===== config.mk =====
export PLATFORM = sky130hd
export DESIGN_NAME = mem_arbiter
export DESIGN_NICKNAME = d
export VERILOG_FILES = /design/src/rtl/mem_arbiter.sv
export SDC_FILE = /design/constraint.sdc
export NUM_CORES = 1
export LEC_CHECK = 0
export BUFFER_PORTS_ARGS = -buffer_cell sky130_fd_sc_hd__buf_2
export CAP_MARGIN = 20
export CORE_MARGIN = 5
export CORE_UTILIZATION = 40
export DETAILED_ROUTE_END_ITERATION = 8
export GPL_TIMING_DRIVEN = 0
export HOLD_SLACK_MARGIN = 0.06
export PLACE_DENSITY_LB_ADDON = 0.1
export SYNTH_ARGS = -nofsm -noshare
export SYNTH_HDL_FRONTEND = slang
export SYNTH_SLANG_ARGS = --single-unit

===== constraint.sdc =====
create_clock -name clk -period 1.99 [get_ports clk]
set_clock_uncertainty 0.15 [all_clocks]
set_input_delay 0.2985 -clock clk [delete_from_list [all_inputs] [get_ports clk]]
set_output_delay 0.2985 -clock clk [all_outputs]
set_load 0.05 [all_outputs]

===== src/rtl/mem_arbiter.sv =====
// Shares one single-port RAM between an instruction-fetch port and a data port.
// Data wins ties until the fetch has been starved STARVE_LIMIT times; a hung RAM is cut off after TIMEOUT cycles.
module mem_arbiter #(
    parameter int unsigned DATA_W       = 32,
    parameter int unsigned STARVE_LIMIT = 4,
    parameter int unsigned TIMEOUT      = 255
) (
    input  logic              clk,
    input  logic              rst_n,
    input  logic              if_req_i,
    input  logic [DATA_W-1:0] if_addr_i,
    output logic [DATA_W-1:0] if_rdata_o,
    output logic              if_ready_o,
    input  logic              dm_req_i,
    input  logic              dm_we_i,
    input  logic [DATA_W-1:0] dm_addr_i,
    input  logic [DATA_W-1:0] dm_wdata_i,
    output logic [DATA_W-1:0] dm_rdata_o,
    output logic              dm_ready_o,
    output logic              bus_err_o,
    output logic              ram_en_o,
    output logic              ram_we_o,
    output logic [DATA_W-1:0] ram_addr_o,
    output logic [DATA_W-1:0] ram_wdata_o,
    input  logic [DATA_W-1:0] ram_rdata_i,
    input  logic              ram_ack_i
);

    localparam int unsigned SC_W = (STARVE_LIMIT > 0) ? $clog2(STARVE_LIMIT + 1) : 1;
    localparam int unsigned WT_W = (TIMEOUT > 0) ? $clog2(TIMEOUT + 1) : 1;
    localparam logic [SC_W-1:0] SC_MAX  = SC_W'(STARVE_LIMIT);
    localparam logic [WT_W-1:0] WT_LAST = WT_W'(TIMEOUT - 1);

    typedef enum logic [1:0] {
        IDLE    = 2'd0,
        IF_BUSY = 2'd1,
        DM_BUSY = 2'd2
    } state_e;

    state_e            state_q, state_d;
    logic              ram_en_q, ram_en_d;
    logic              ram_we_q, ram_we_d;
    logic [DATA_W-1:0] ram_addr_q, ram_addr_d;
    logic [DATA_W-1:0] ram_wdata_q, ram_wdata_d;
    logic              if_ready_q, if_ready_d;
    logic              dm_ready_q, dm_ready_d;
    logic [DATA_W-1:0] if_rdata_q, if_rdata_d;
    logic [DATA_W-1:0] dm_rdata_q, dm_rdata_d;
    logic              bus_err_q, bus_err_d;
    logic [SC_W-1:0]   starve_q, starve_d;
    logic [WT_W-1:0]   wait_q, wait_d;

    logic              grant_if;
    logic              finish;
    logic              timed_out;
    logic [DATA_W-1:0] rd_val;

    // Next-state: arbitration in IDLE, ack/timeout completion in BUSY.
    always_comb begin
        state_d     = state_q;
        ram_en_d    = ram_en_q;
        ram_we_d    = ram_we_q;
        ram_addr_d  = ram_addr_q;
        ram_wdata_d = ram_wdata_q;
        if_ready_d  = 1'b0;
        dm_ready_d  = 1'b0;
        if_rdata_d  = '0;
        dm_rdata_d  = '0;
        bus_err_d   = 1'b0;
        starve_d    = starve_q;
        wait_d      = wait_q;
        grant_if    = 1'b0;
        finish      = 1'b0;
        timed_out   = 1'b0;
        rd_val      = '0;

        unique case (state_q)
            IDLE: begin
                // No grant in the cycle a completion pulse is on the outputs.
                if (!if_ready_q && !dm_ready_q && (if_req_i || dm_req_i)) begin
                    grant_if = if_req_i && (!dm_req_i || (starve_q == SC_MAX));
                    ram_en_d = 1'b1;
                    wait_d   = '0;
                    if (grant_if) begin
                        state_d     = IF_BUSY;
                        ram_we_d    = 1'b0;
                        ram_addr_d  = if_addr_i;
                        ram_wdata_d = '0;
                        starve_d    = '0;
                    end else begin
                        state_d     = DM_BUSY;
                        ram_we_d    = dm_we_i;
                        ram_addr_d  = dm_addr_i;
                        ram_wdata_d = dm_wdata_i;
                        if (!if_req_i) begin
                            starve_d = '0;
                        end else if (starve_q != SC_MAX) begin
                            starve_d = starve_q + SC_W'(1);
                        end
                    end
                end
            end
            IF_BUSY, DM_BUSY: begin
                if (ram_ack_i) begin
                    finish = 1'b1;
                end else begin
                    wait_d = wait_q + WT_W'(1);
                    if (wait_q == WT_LAST) begin
                        finish    = 1'b1;
                        timed_out = 1'b1;
                    end
                end
                if (finish) begin
                    state_d   = IDLE;
                    ram_en_d  = 1'b0;
                    ram_we_d  = 1'b0;
                    bus_err_d = timed_out;
                    rd_val    = (timed_out || ram_we_q) ? '0 : ram_rdata_i;
                    if (state_q == IF_BUSY) begin
                        if_ready_d = 1'b1;
                        if_rdata_d = rd_val;
                    end else begin
                        dm_ready_d = 1'b1;
                        dm_rdata_d = rd_val;
                    end
                end
            end
            default: state_d = IDLE;
        endcase
    end

    always_ff @(posedge clk or negedge rst_n) begin
        if (!rst_n) begin
            state_q     <= IDLE;
            ram_en_q    <= 1'b0;
            ram_we_q    <= 1'b0;
            ram_addr_q  <= '0;
            ram_wdata_q <= '0;
            if_ready_q  <= 1'b0;
            dm_ready_q  <= 1'b0;
            if_rdata_q  <= '0;
            dm_rdata_q  <= '0;
            bus_err_q   <= 1'b0;
            starve_q    <= '0;
            wait_q      <= '0;
        end else begin
            state_q     <= state_d;
            ram_en_q    <= ram_en_d;
            ram_we_q    <= ram_we_d;
            ram_addr_q  <= ram_addr_d;
            ram_wdata_q <= ram_wdata_d;
            if_ready_q  <= if_ready_d;
            dm_ready_q  <= dm_ready_d;
            if_rdata_q  <= if_rdata_d;
            dm_rdata_q  <= dm_rdata_d;
            bus_err_q   <= bus_err_d;
            starve_q    <= starve_d;
            wait_q      <= wait_d;
        end
    end

    assign ram_en_o    = ram_en_q;
    assign ram_we_o    = ram_we_q;
    assign ram_addr_o  = ram_addr_q;
    assign ram_wdata_o = ram_wdata_q;
    assign if_ready_o  = if_ready_q;
    assign dm_ready_o  = dm_ready_q;
    assign if_rdata_o  = if_rdata_q;
    assign dm_rdata_o  = dm_rdata_q;
    assign bus_err_o   = bus_err_q;

endmodule

# After elaboration in Yosys (flattened, before gate mapping)
# Cells that the tools add are included.
dict set report op_classes {
  addsub 2
  eq_ne 9
  n_mux 38
  reduce_logical 17
}
# operator n
set ops {}
lappend ops {{$mux 32} 9}
lappend ops {{$mux 1} 17}
lappend ops {{$mux 8} 2}
lappend ops {{$pmux 8 s2} 1}
lappend ops {{$mux 3} 3}
lappend ops {{$reduce_and 3->1} 3}
lappend ops {{$add 8x1->8 const B} 1}
lappend ops {{$eq 8x8->1 const B} 1}
lappend ops {{$mux 2} 3}
lappend ops {{$ne 2x2->1 const B} 3}
lappend ops {{$pmux 1 s2} 2}
lappend ops {{$pmux 2 s2} 1}
lappend ops {{$reduce_and 2->1} 2}
lappend ops {{$add 3x1->3 const B} 1}
lappend ops {{$eq 3x3->1 const B} 1}
lappend ops {{$logic_and 1x1->1} 3}
lappend ops {{$logic_not 1->1} 3}
lappend ops {{$logic_or 1x1->1} 3}
lappend ops {{$ne 3x1->1 const B} 1}
lappend ops {{$ne 3x3->1 const B} 1}
lappend ops {{$eq 2x1->1 const B} 1}
lappend ops {{$eq 2x2->1 const B} 1}
lappend ops {{$logic_not 2->1} 1}
lappend ops {{$reduce_bool 2->1} 1}
lappend ops {{$reduce_or 2->1} 1}
dict set report word_totals {
  regBits 146
  inputBits 134
}

# Longest topological paths before layout
# Gate-level depths: netlist of the first run.
dict set report depth {
  word_depth 9
  ltp_mapped 9
  depth_no_buf 6
}

# Worst setup path before layout of the first run
# Ideal clock, no wire load.
dict set report synth_timing {
  path_type {reg-to-reg}
  from {register state_q[0]}
  to {register wait_q[5]}
  setup_ps 77
  arrival_ps 1599
  required_time_ps 1763
  slack_ps 163
  path_stages_with_launch 8
  path_buffers 1
  period_less_slack_ps 1827
  cell_sequence {dfrtp_1 inv_1 ha_1 buf_2 nand2_4 o211ai_1 or4_1 a21oi_1}
}
dict set report synth_between {
  elab_chain_len 4
}
# item line_no
set synth_lines {}
lappend synth_lines {{from (decl)} 40} ;# state_e state_q, state_d;
lappend synth_lines {{from (signal assigned)} 147} ;# state_q <= state_d;
lappend synth_lines {{$eq 2x1->1 / $eq 2x2->1 (equally long branches)} 77} ;# unique case (state_q)
lappend synth_lines {{$reduce_or 2->1} 77}
lappend synth_lines {{$ne 2x2->1 (no source line) / $reduce_bool 2->1 (equally long branches)} --}
lappend synth_lines {{$reduce_and 3->1 (no source line)} --}
lappend synth_lines {{to (signal assigned)} 158} ;# wait_q <= wait_d;
lappend synth_lines {{to (decl)} 51} ;# logic [WT_W-1:0] wait_q, wait_d;
# Several ways; a longest one is shown, not always the timed one.
# A chain may end at the register's enable or synchronous reset.

# Worst setup path in the final report of the first run
dict set report layout_timing {
  from {register state_q[1]}
  to {register wait_q[5]}
}
# Same word-level chain as after synthesis.

==> results of run 1 <==
repair_timing:
item,4_1_cts,5_1_grt
hold buffers,126,0
gates resized for setup,8,12
pin swaps,1,4
endpoints found under the setup margin,61,80
hold endpoints to repair,185,0
setup buffers,2,3
placed cells by master, fill, tap and decap left out, drive strengths merged, types with 2 or more instances in the layout:
master | Yosys | final
mux2i | 32 | 32
diode | 0 | 2
o31ai | 5 | 5
a22o | 36 | 36
nor3 | 3 | 3
a21boi | 2 | 2
and2 | 65 | 65
or4 | 5 | 5
inv | 7 | 8
nand2b | 3 | 3
dfrtp | 146 | 146
nor2 | 7 | 7
nand3 | 3 | 3
ha | 6 | 6
clkinv | 0 | 6
buf | 18 | 290
a21oi | 6 | 6
dlygate4sd3 | 0 | 126
o2bb2ai | 2 | 2
o21ai | 37 | 37
o41ai | 2 | 2
nor2b | 3 | 3
clkbuf | 9 | 33
and3 | 3 | 3
nand2 | 36 | 36
state kept, by name, summed over array words and instances, names as in the netlist:
name	flops
wait_q	8
starve_q	3
ram_wdata_o	32
ram_addr_o	32
state_q	2
dm_rdata_o	32
ram_en_o	1
bus_err_o	1
if_rdata_o	32
ram_we_o	1
if_ready_o	1
dm_ready_o	1
worst max-delay path, cell delays in order, from the launching register on:
cell      delay, ns
dfrtp_1        0.39
inv_2          0.09
ha_4           0.20
buf_8          0.13
nand2_8        0.07
o211ai_1       0.17
or4_4          0.56
a21oi_2        0.12
worst max path at each step:
stage / from / endpoint / slack, ns / cells after the start
floorplan: state_q[0]$_DFFE_PN0P_ / wait_q[5]$_DFFE_PN0P_ / 0.16 / 7
global placement: rst_n / dm_rdata_o[2]$_DFF_PN0_ / -1.52 / 1
detailed placement: state_q[0]$_DFFE_PN0P_ / if_rdata_o[11]$_DFF_PN0_ / -0.16 / 7
CTS: state_q[0]$_DFFE_PN0P_ / wait_q[4]$_DFFE_PN0P_ / 0.008 / 7
global route: state_q[1]$_DFFE_PN0P_ / wait_q[5]$_DFFE_PN0P_ / -0.02 / 7
finish: state_q[1]$_DFFE_PN0P_ / wait_q[5]$_DFFE_PN0P_ / 0.05 / 7
per-stage QoR:
step,cells,power [W],instance area (sq um)
after global routing,1056,0.01483,9141
after floorplan,445,0.009177,5650
final,1057,0.01406,9144
after detailed placement,892,0.01093,7241
after global placement,891,0.01079,7207
after CTS,1052,0.01403,9069
report_power, final:
group          leakage (nW)  switching (W)  internal, W
logic                  2.74        0.00492      0.00200
registers              1.93       0.000421      0.00386
clock network         0.264        0.00116      0.00169
total                  4.93        0.00651      0.00755
cells in the mapped netlist, drive strengths merged (2+ instances only):
cell type	instances	area [sq um]
nand2	36	142.6
clkbuf	9	33.78
ha	6	75.07
buf	18	128.9
or4	5	37.54
o2bb2ai	2	17.52
nor2	7	28.78
o21ai	37	188.9
mux2i	32	320.3
nand3	3	15.01
a22o	36	315.3
and2	65	406.6
nand2b	3	18.77
a21boi	2	18.77
inv	7	26.28
a21oi	6	30.03
o31ai	5	37.54
o41ai	2	17.52
dfrtp	146	3654
nor3	3	20.02
nor2b	3	18.77
and3	3	23.77
kinds of logic (layout without fill, tap and decap cells):
logic type	count (synthesis)	after routing	synth area share [%]
muxes	33	33	5.868
adders and majority gates	6	6	1.329
buffers and inverters	34	464	3.344
and+or+nand+nor	133	133	13.35
DFF	146	146	64.66
other	0	2	0
AOI/OAI and AO/OA	93	93	11.45
metal layers:
layer,vias up,wire length [um]
li1,2378,-
met1,2422,6538
met2,193,8243
met3,34,1542
met4,0,486
met5,-,0
layout make-up:
type	count	area share, %
antenna	2	0.05473
clock inverter	8	0.5884
timing repair buffer	398	29.13
sequential	146	39.96
tap	180	2.463
multi-input combinational	265	20.25
inverter	7	0.2874
clock buffer	24	5.268
buffer	27	1.998
==> summary.txt, run 1 <==
Routing
  – Post-Route WL: approximately 17000 um
  – DR vias: approximately 5000
  – Via density: approximately 4.8
  – # DRC: 0
  – DR pass1 iterations: 4
  – Final ANT Viol Nets: 0
  – WL/cell: 15.90 um
  – DR iter-0 viols: 178

Synthesis
  – Fraction of registers with async set/reset: 100.0%
  – Warnings, synthesis: 0
  – Sequential area share after synthesis: between 60 and 70%
  – Synthesized area per cell: roughly 13 sq um
  – Synth Register Bits: about 150
  – Post-Syn Nets: 585
  – Synth Flop Type: dfrtp_1
  – Synth cell types: 40
  – Post-Synthesis Cells: around 450
  – EDFF count, synth: 0
  – Cell Area, Synth: around 5700 sq um

Worst setup path
  – Worst Setup Path Type: register to register
  – Setup crit start kind: register
  – R2r startpoint: state_q[1]$_DFFE_PN0P_
  – R2R cell count: 7
  – Critical Path RT: around 2.2 ns
  – Worst EP arrival: approximately 2.1 ns
  – Setup slack, reg-to-reg: between 0.05 and 0.06 ns
  – Reg2reg end: wait_q[5]$_DFFE_PN0P_
  – Crit Path Max Fanout: 5
  – CP endpoint kind: register

Die
  – Row cnt: between 40 and 50
  – Full die area: roughly 17000 sq um
  – Chip Width: around 130 um
  – Initial Utilization: 40.71%
  – Core Footprint: approximately 14000 sq um
  – I/O pins: 267
  – Die Y: about 130 um

Min path
  – Worst Hold Path Cells: 3
  – Min-Delay Path Class: input port to register
  – Hold endpoint: ram_addr_o[13]$_DFFE_PN0P_
  – HP Start: dm_addr_i[13]

Clock network
  – # H-tree levels: 4
  – Root Driver: clkbuf_16
  – Max Root-Sink Buffers: 2
  – Clock transition at path regs: approximately 0.06 ns
  – Clk sink count: 146
  – CTS tree: built
  – Skew-Pair Late Insertion Delay: about 0.41 ns
  – CTS Buf Count: 17

Timing
  – WHS: 0.07446 ns
  – Setup violators final: 0
  – Relative slew margins: a little over three fifths
  – Slew @ Worst Pin: 0.5508 ns
  – Setup TNS: 0 ns
  – Min Clock Period, post-route: 1.936 ns
  – Tcrit/Tclk final: 97.31%
  – RSZ-0062 raised after global routing: yes
  – Final worst setup slack: around 0.054 ns
  – Final Hold Vio Count: 0
  – Max Transition Viols Final: 0
  – FMAX: 516.4 MHz

Placed design
  – PortBufs: ~270
  – GPL Wtd Cong: approximately 0.75
  – Hpwl dp: approximately 11000 um
  – Worst slack, placed: -0.1649 ns

Power and ir drop
  – Worst VDD drop: around 0.66 mV
  – Power per cell area: about 1500 nW/um^2
  – Leak pwr: approximately 4.9 nW

Finish
  – Multi-input combinational cell area: between 1500 and 2000 sq um
  – Layout cell share with drive strength beyond 1: between 30% and 40%
  – Layout Area Growth over Synthesis: 61.82%
  – Layout Nets: roughly 1000
  – Core Util, Final: between 60% and 70%
  – Layout fillers: 1075
  – Sequential cell area: between 3000 and 4000 sq um

GRT
  – Met1 Use GR: roughly a quarter
  – Met3 usage: under 10%
  – GR peak layer: met2
  – Antenna violations before repair: 1
  – GRT Util Overall: approximately a fifth
  – Grt ovf: 0
  – First-pass GRT wire length: approximately 27000 um
  – GR Util met2: about 34%
  – Largest net degree at the start of global routing: between 90 and 100
  – Vias in the first global route: roughly 5400

Job
  – MaxCap Viol Count: 0

Outcome
  – Status: finished clean
Note: power is estimated with default switching activity, not from simulation.
==> run 2, diff against run 1 <==
Settings changed: ABC_AREA set to 1, CAP_MARGIN 20 to 30.
==> run 2 against run 1 <==
Net effect: die area increased by 6.6%; first-iteration DRC count is 48% higher; wire length up 27%; highest routed layer unchanged; global-route usage grew 3.1 points; final cell count rose by 22%; sequential share of layout area shrank 2.2 points; power increased by 15%; clock power rose by 27%.
==> summary.txt, run 2 <==
Outcome
  – Status: finished clean

Clock network
  – Skew-Pair Late Insertion Delay: 0.42 ns
  – Clk sink count: approximately 150
  – # H-tree levels: 4
  – Clock transition at path regs: 0.06 ns
  – CTS Buf Count: 17
  – CTS tree: built
  – Max Root-Sink Buffers: 2
  – Root Driver: clkbuf_16

Finish
  – Most common cell after layout, fill and taps aside: buf_2
  – Layout cell share with drive strength beyond 1: a little under a third
  – Layout Nets: 1224
  – Commonest cells after routing, fill and taps aside: 276 x buf_2, 146 x dfrtp_1, 140 x nand2_1
  – Sequential cell area: 3654 sq um
  – Fin area: slightly below 10000 sq um
  – Layout fillers: roughly 1200
  – Layout Area Growth over Synthesis: 59.73%
  – Multi-input combinational cell area: 2100 sq um
  – Diode count: 0

Die
  – Initial Utilization: approximately two fifths
  – I/O pins: around 270
  – Die Y: roughly 130 um
  – Chip Width: 133.1 um
  – Full die area: between 15000 and 20000 sq um
  – Row cnt: 45
  – Core Footprint: 15030 sq um

Job
  – MaxCap Viol Count: 0

Routing
  – DR vias: between 6000 and 7000
  – # DRC: 0
  – WL/cell: about 17 um
  – Via density: between 4 and 5
  – DR top layer: met4
  – Post-Route WL: ~21000 um
  – Wire length on met2: about 10000 um
  – DR iter-0 viols: 264
  – DR pass1 iterations: 5
  – Metal-1 WL: between 8000 and 9000 um
  – Met3 wire len: ~1800 um
  – Final ANT Viol Nets: 0

Worst setup path
  – Setup crit start kind: register
  – CP endpoint kind: register
  – Crit-path max cell delay: roughly 0.38 ns
  – CP Buf/Inv Count: 4
  – R2R cell count: 10
  – Reg2reg end: wait_q[2]$_DFFE_PN0P_
  – Worst EP arrival: between 2 and 2.5 ns
  – Setup slack, reg-to-reg: between 0.1 and 0.15 ns
  – Crit Path Max Fanout: 9
  – Worst Setup Path Type: register to register
  – R2r startpoint: state_q[0]$_DFFE_PN0P_
  – Worst path cell trace: inv_1 -> ha_1 -> buf_4 -> inv_4 -> nand2_1 -> nand2_1 -> a21oi_4 -> buf_4 -> nand2_1 -> o21ai_0
  – Most frequent CP cell: nand2_1
  – Critical Path RT: approximately 2.2 ns
  – Slowest cell on crit path: dfrtp_1
  – Critical path's top delay family: buffers and inverters

Synthesis
  – Synthesized area per cell: just over 9 sq um
  – Sequential area share after synthesis: 60.31%
  – Warnings, synthesis: 0
  – Most frequent cells after synthesis: 146 x dfrtp_1, 140 x nand2_1, 103 x nor2_1, 67 x nand4_1, 44 x nand3_1
  – Post-synth top area cell: dfrtp_1
  – Fraction of registers with async set/reset: 100.0%
  – Most numerous cell in the Yosys netlist: dfrtp_1
  – Post-Syn Nets: between 800 and 900
  – Top cells by area, synth: dfrtp_1 60%, nand2_1 8.7%, nand4_1 6.9%, nor2_1 6.4%, nand3_1 3.6%
  – Post-Synthesis Cells: approximately 660
  – EDFF count, synth: 0
  – Synth Register Bits: 146
  – Cell Area, Synth: a little over 6000 sq um
  – Synth Flop Type: dfrtp_1
  – Share of the synthesized area in the top cell type: just over 60%
  – Synth cell types: 24

Min path
  – Min-Delay Path Class: input port to register
  – HP Start: dm_addr_i[30]
  – Hold endpoint: ram_addr_o[30]$_DFFE_PN0P_
  – Worst Hold Path Cells: 3

GRT
  – Largest net degree at the start of global routing: 91
  – First-pass GRT wire length: around 33000 um
  – GRT Util Overall: 23.69%
  – Antenna violations before repair: 0
  – Grt ovf: 0
  – Vias in the first global route: about 6400

Timing
  – Setup violators final: 0
  – RSZ-0062 raised after global routing: yes
  – Final worst setup slack: 0.1046 ns
  – Setup TNS: 0 ns
  – Relative slew margins: between 60% and 70%
  – FMAX: approximately 530 MHz
  – Max Transition Viols Final: 0
  – Final Hold Vio Count: 0
  – Min Clock Period, post-route: approximately 1.9 ns
  – Slew @ Worst Pin: 0.5657 ns
  – Tcrit/Tclk final: a little over nine tenths

Placed design
  – Hpwl dp: around 14000 um
  – PortBufs: between 200 and 300
  – Worst slack, placed: -0.05088 ns
  – Post-placement cell area: approximately 7700 sq um
  – GPL Wtd Cong: about 0.8

Power and ir drop
  – Worst VDD drop: 0.6969 mV
  – Power per cell area: around 1700 nW/um^2
  – Leak pwr: 5.070 nW
run 2: cell count changes after synthesis, moves of 6 or more:
cell / delta
nor2_1: +97
clkbuf_1: +19
nand2_1: +105
a22o_1: -36
nand3_1: +41
mux2i_1: -32
o21ai_0: +39
nand4_1: +66
and2_1: -65
inv_1: +7
inv_2: +6
buf_1: +7
run 2: kinds of logic after synthesis:
kind of cell / synth area share [%]
DFF: 60.31
adders and majority gates: 1.239
buffers and inverters: 5.266
xor gates and xnor gates: 0.4338
AOI/OAI and AO/OA: 6.671
and+or+nand+nor: 26.08
run 2: layout make-up:
class	instances	area share, %
Tap cell	188	2.431
Buffer	52	2.651
Inverter	20	0.8275
Clock buffer	19	4.474
Clock inverter	13	2.405
Timing Repair Buffer	400	27.76
Sequential cell	146	37.76
Multi-Input combinational cell	447	21.70
run 2: through the flow:
stage	std cells	util (%)	hold WS, ns	total power (W)
after floorplan	664	-	-0.1471	0.009960
after global placement	1118	50.72	0.3028	0.01205
after detailed placement	1119	50.94	0.1537	0.01211
after CTS	1281	64.06	0.06804	0.01602
after global routing	1285	64.37	0.1078	0.01702
final	1285	64.37	0.08811	0.01613
run 2: report_power, final:
group          total (W)  internal, W  switching, W  leakage (nW)
clock network    0.00362      0.00236       0.00126         0.322
registers        0.00430      0.00388      0.000421          1.92
logic            0.00821      0.00205       0.00616          2.83
total             0.0161      0.00828       0.00784          5.07
run 2: worst max path at each step:
stage                                  to  cells past startpoint                    from
6_report            wait_q[2]$_DFFE_PN0P_                     10  state_q[0]$_DFFE_PN0P_
5_1_grt        ram_addr_o[14]$_DFFE_PN0P_                      9  state_q[1]$_DFFE_PN0P_
4_1_cts             wait_q[2]$_DFFE_PN0P_                      8  state_q[0]$_DFFE_PN0P_
3_5_place_dp        wait_q[7]$_DFFE_PN0P_                     10  state_q[0]$_DFFE_PN0P_
3_3_place_gp     dm_rdata_o[22]$_DFF_PN0_                      1                   rst_n
2_1_floorplan       wait_q[0]$_DFFE_PN0P_                     10  state_q[0]$_DFFE_PN0P_
run 2: timing repair:
item | CTS | global route
hold buffers | 129 | 0
pin swaps | 0 | 1
gates resized for setup | 1 | 20
cloned | 0 | 1
hold endpoints to repair | 187 | 0
endpoints found under the setup margin | 7 | 97
buffers inserted | 1 | 3
run 2: routing by layer:
metal | vias up | GRT usage [%]
li1 | 3063 | -
met1 | 3003 | 27.91
met2 | 250 | 40.27
met3 | 38 | 8.099
met4 | 0 | 8.487
met5 | - | 0
run 2: worst reg2reg max path, stage by stage (launching register included):
cell and delay, ns:
dfrtp_1 0.38, inv_1 0.06, ha_1 0.27, buf_4 0.16, inv_4 0.08, nand2_1 0.11, nand2_1 0.10, a21oi_4 0.21
buf_4 0.16, nand2_1 0.04, o21ai_0 0.07
==> run 3, diff against run 2 <==
Settings changed: CTS_BUF_LIST set to sky130_fd_sc_hd__clkbuf_8.
Clock period 1.99 ns to 1.7 ns, I/O delays scaled along.
==> run 3 against run 2 <==
Net effect: the flow now finishes with violations (setup timing); combinational power is 36% higher; fmax is 10% higher; wire length is 2.6% higher; critical path depth stayed put; setup slack worse by 0.12 ns; sequential power is 18% higher; global-route usage is 0.39 points higher; design area is 2.7% higher; highest routed layer unchanged.
==> summary.txt, run 3 (synthesis results as in run 2) <==
Outcome
  – Status: complete, but fails checks
  – Failing checks: setup timing

Finish
  – Layout Nets: 1237
  – Non-Filler Instances: between 1000 and 1500
  – Diode count: 0
  – Core Util, Final: roughly two thirds
  – Commonest cells after routing, fill and taps aside: 271 x buf_2, 146 x dfrtp_1, 132 x dlygate4sd3_1
  – Layout fillers: around 1200
  – Layout cell share with drive strength beyond 1: between 30% and 40%
  – Most common cell after layout, fill and taps aside: buf_2
  – Layout Area Growth over Synthesis: 64.06%

GRT
  – First-pass GRT wire length: ~34000 um
  – Antenna violations before repair: 0
  – Largest net degree at the start of global routing: slightly above 80
  – GRT Util Overall: between 20% and 30%
  – Grt ovf: 0
  – Vias in the first global route: around 6500

Min path
  – Min-Delay Path Class: input port to register
  – HP Start: dm_req_i

Placed design
  – GPL Wtd Cong: ~0.81
  – Placed instance count: ~1100
  – Hpwl dp: 14000 um
  – Worst slack, placed: -0.3009 ns
  – PortBufs: 266

Timing
  – RSZ-0062 raised after global routing: yes
  – Final worst setup slack: -0.01104 ns
  – Setup TNS: -0.01756 ns
  – Setup violators final: 2
  – Tcrit/Tclk final: 100.6%
  – Max Transition Viols Final: 0
  – Min Clock Period, post-route: 1.711 ns
  – FMAX: 584.4 MHz
  – Final Hold Vio Count: 0
  – Slew @ Worst Pin: about 0.65 ns
  – Relative slew margins: approximately 57%

Clock network
  – Clk sink count: 146
  – CTS Buf Count: 17
  – Skew-Pair Late Insertion Delay: 0.45 ns
  – Clock transition at path regs: 0.08 ns
  – # H-tree levels: 4
  – CTS tree: built
  – Root Driver: clkbuf_8
  – Max Root-Sink Buffers: 2

Worst setup path
  – CP Buf/Inv Count: 4
  – Slowest cell on crit path: dfrtp_1
  – Worst Setup Path Type: register to register
  – Worst path cell trace: inv_2 -> ha_4 -> inv_8 -> nand2_4 -> nand2_4 -> a21oi_4 -> buf_12 -> buf_6 -> nand2_2 -> nand2_1
  – Most frequent CP cell: nand2_4
  – Critical Path RT: 1.94 ns
  – Crit-path max cell delay: 0.40 ns
  – Critical path's top delay family: flip-flops
  – R2r startpoint: state_q[0]$_DFFE_PN0P_
  – CP endpoint kind: register
  – Setup crit start kind: register
  – Worst EP arrival: between 1.5 and 2 ns
  – Worst setup path start: state_q[0]$_DFFE_PN0P_
  – Crit Path Max Fanout: 7

Power and ir drop
  – Pint: 0.009849 W
  – Worst VDD drop: approximately 0.94 mV
  – Power per cell area: slightly below 2000 nW/um^2
  – Design Power: ~0.019 W
  – Clock network fraction of total power: 16.4%
  – Switching power total: ~0.0095 W
  – Net Sw Frac: 49.23%
  – Leak pwr: about 5.2 nW
  – Sequential Power Share: between 20% and 30%
  – Combinational share of power: between 50% and 60%

Routing
  – Post-Route WL: 21980 um
  – Final ANT Viol Nets: 0
  – DR vias: ~6400
  – WL/cell: 16.93 um
  – DR iter-0 viols: roughly 440
  – # DRC: 0
  – Via density: 4.962
  – DR pass1 iterations: 4

Die
  – Row cnt: 45
  – Initial Utilization: about two fifths
  – Chip Width: 133.1 um
  – Full die area: roughly 18000 sq um
  – Core Footprint: 15030 sq um
  – Die Y: between 100 and 150 um
  – I/O pins: approximately 270

Job
  – MaxCap Viol Count: 0
run 3: final cells by class:
class                      instances  area [sq um]  share of cell area (%)
sequential                       146          3654                   36.76
timing repair buffer             418          2964                   29.82
multi-input combinational        446          2185                   21.98
buffer                            47         331.6                   3.336
clock buffer                      19         261.5                   2.631
tap                              188         235.2                   2.367
clock inverter                    13         206.4                   2.077
inverter                          20         95.09                  0.9567
timing repair inverter             1         7.507                 0.07553
run 3: path summary, 6_finish.rpt:
path,slack [ns],endpoint,depth (start not counted)
setup / recovery,-0.01,wait_q[3]$_DFFE_PN0P_,10
hold / removal,0.1,ram_we_o$_DFFE_PN0P_,5
setup reg to reg,-0.01,wait_q[3]$_DFFE_PN0P_,10
hold reg to reg,0.32,ram_en_o$_DFFE_PN0P_,2
max in group asynchronous,0.33,ram_wdata_o[5]$_DFFE_PN0P_,3
min in group asynchronous,0.22,ram_wdata_o[15]$_DFFE_PN0P_,2
run 3: worst reg2reg max path, delay by kind of cell (launching register included):
family                     cells  cell delay (ns)
adders and majority gates      1             0.31
DFF                            1             0.40
AOI/OAI and AO/OA              1             0.20
and+or+nand+nor                4             0.23
buffers and inverters          4             0.37
run 3: power by group through the flow:
stage                     combinational (W)  sequential (W)  clock [W]
after CTS                            0.0101         0.00501    0.00326
final                                0.0112         0.00506    0.00319
after floorplan                     0.00322         0.00845          0
after global placement              0.00910         0.00505          0
after detailed placement            0.00915         0.00506          0
after global routing                 0.0119         0.00518    0.00340
run 3: repair_timing:
| item | CTS | global route |
|---|---|---|
| hold buffers | 132 | 0 |
| resized for setup | 49 | 73 |
| cloned | 1 | 5 |
| endpoints found under the setup margin | 145 | 138 |
| hold endpoints to repair | 199 | 0 |
| setup buffers | 7 | 7 |
| pin swaps | 5 | 6 |
run 3: metal layers:
| metal | wire length, um | up-vias | GRT usage [%] |
|---|---|---|---|
| li1 | - | 3084 | - |
| met1 | 8688 | 3035 | 28.65 |
| met2 | 10890 | 288 | 40.80 |
| met4 | 483 | 0 | 8.834 |
| met5 | 0 | - | 0 |
| met3 | 1920 | 34 | 7.833 |
run 3: per-stage QoR:
| step | hold slack (ns) | instance area, sq um |
|---|---|---|
| finish | 0.09787 | 9940 |
| global route | 0.1132 | 9940 |
| CTS | 0.1172 | 9630 |
| detailed placement | 0.1460 | 7661 |
| global placement | 0.3032 | 7627 |
| floorplan | -0.1906 | 6061 |
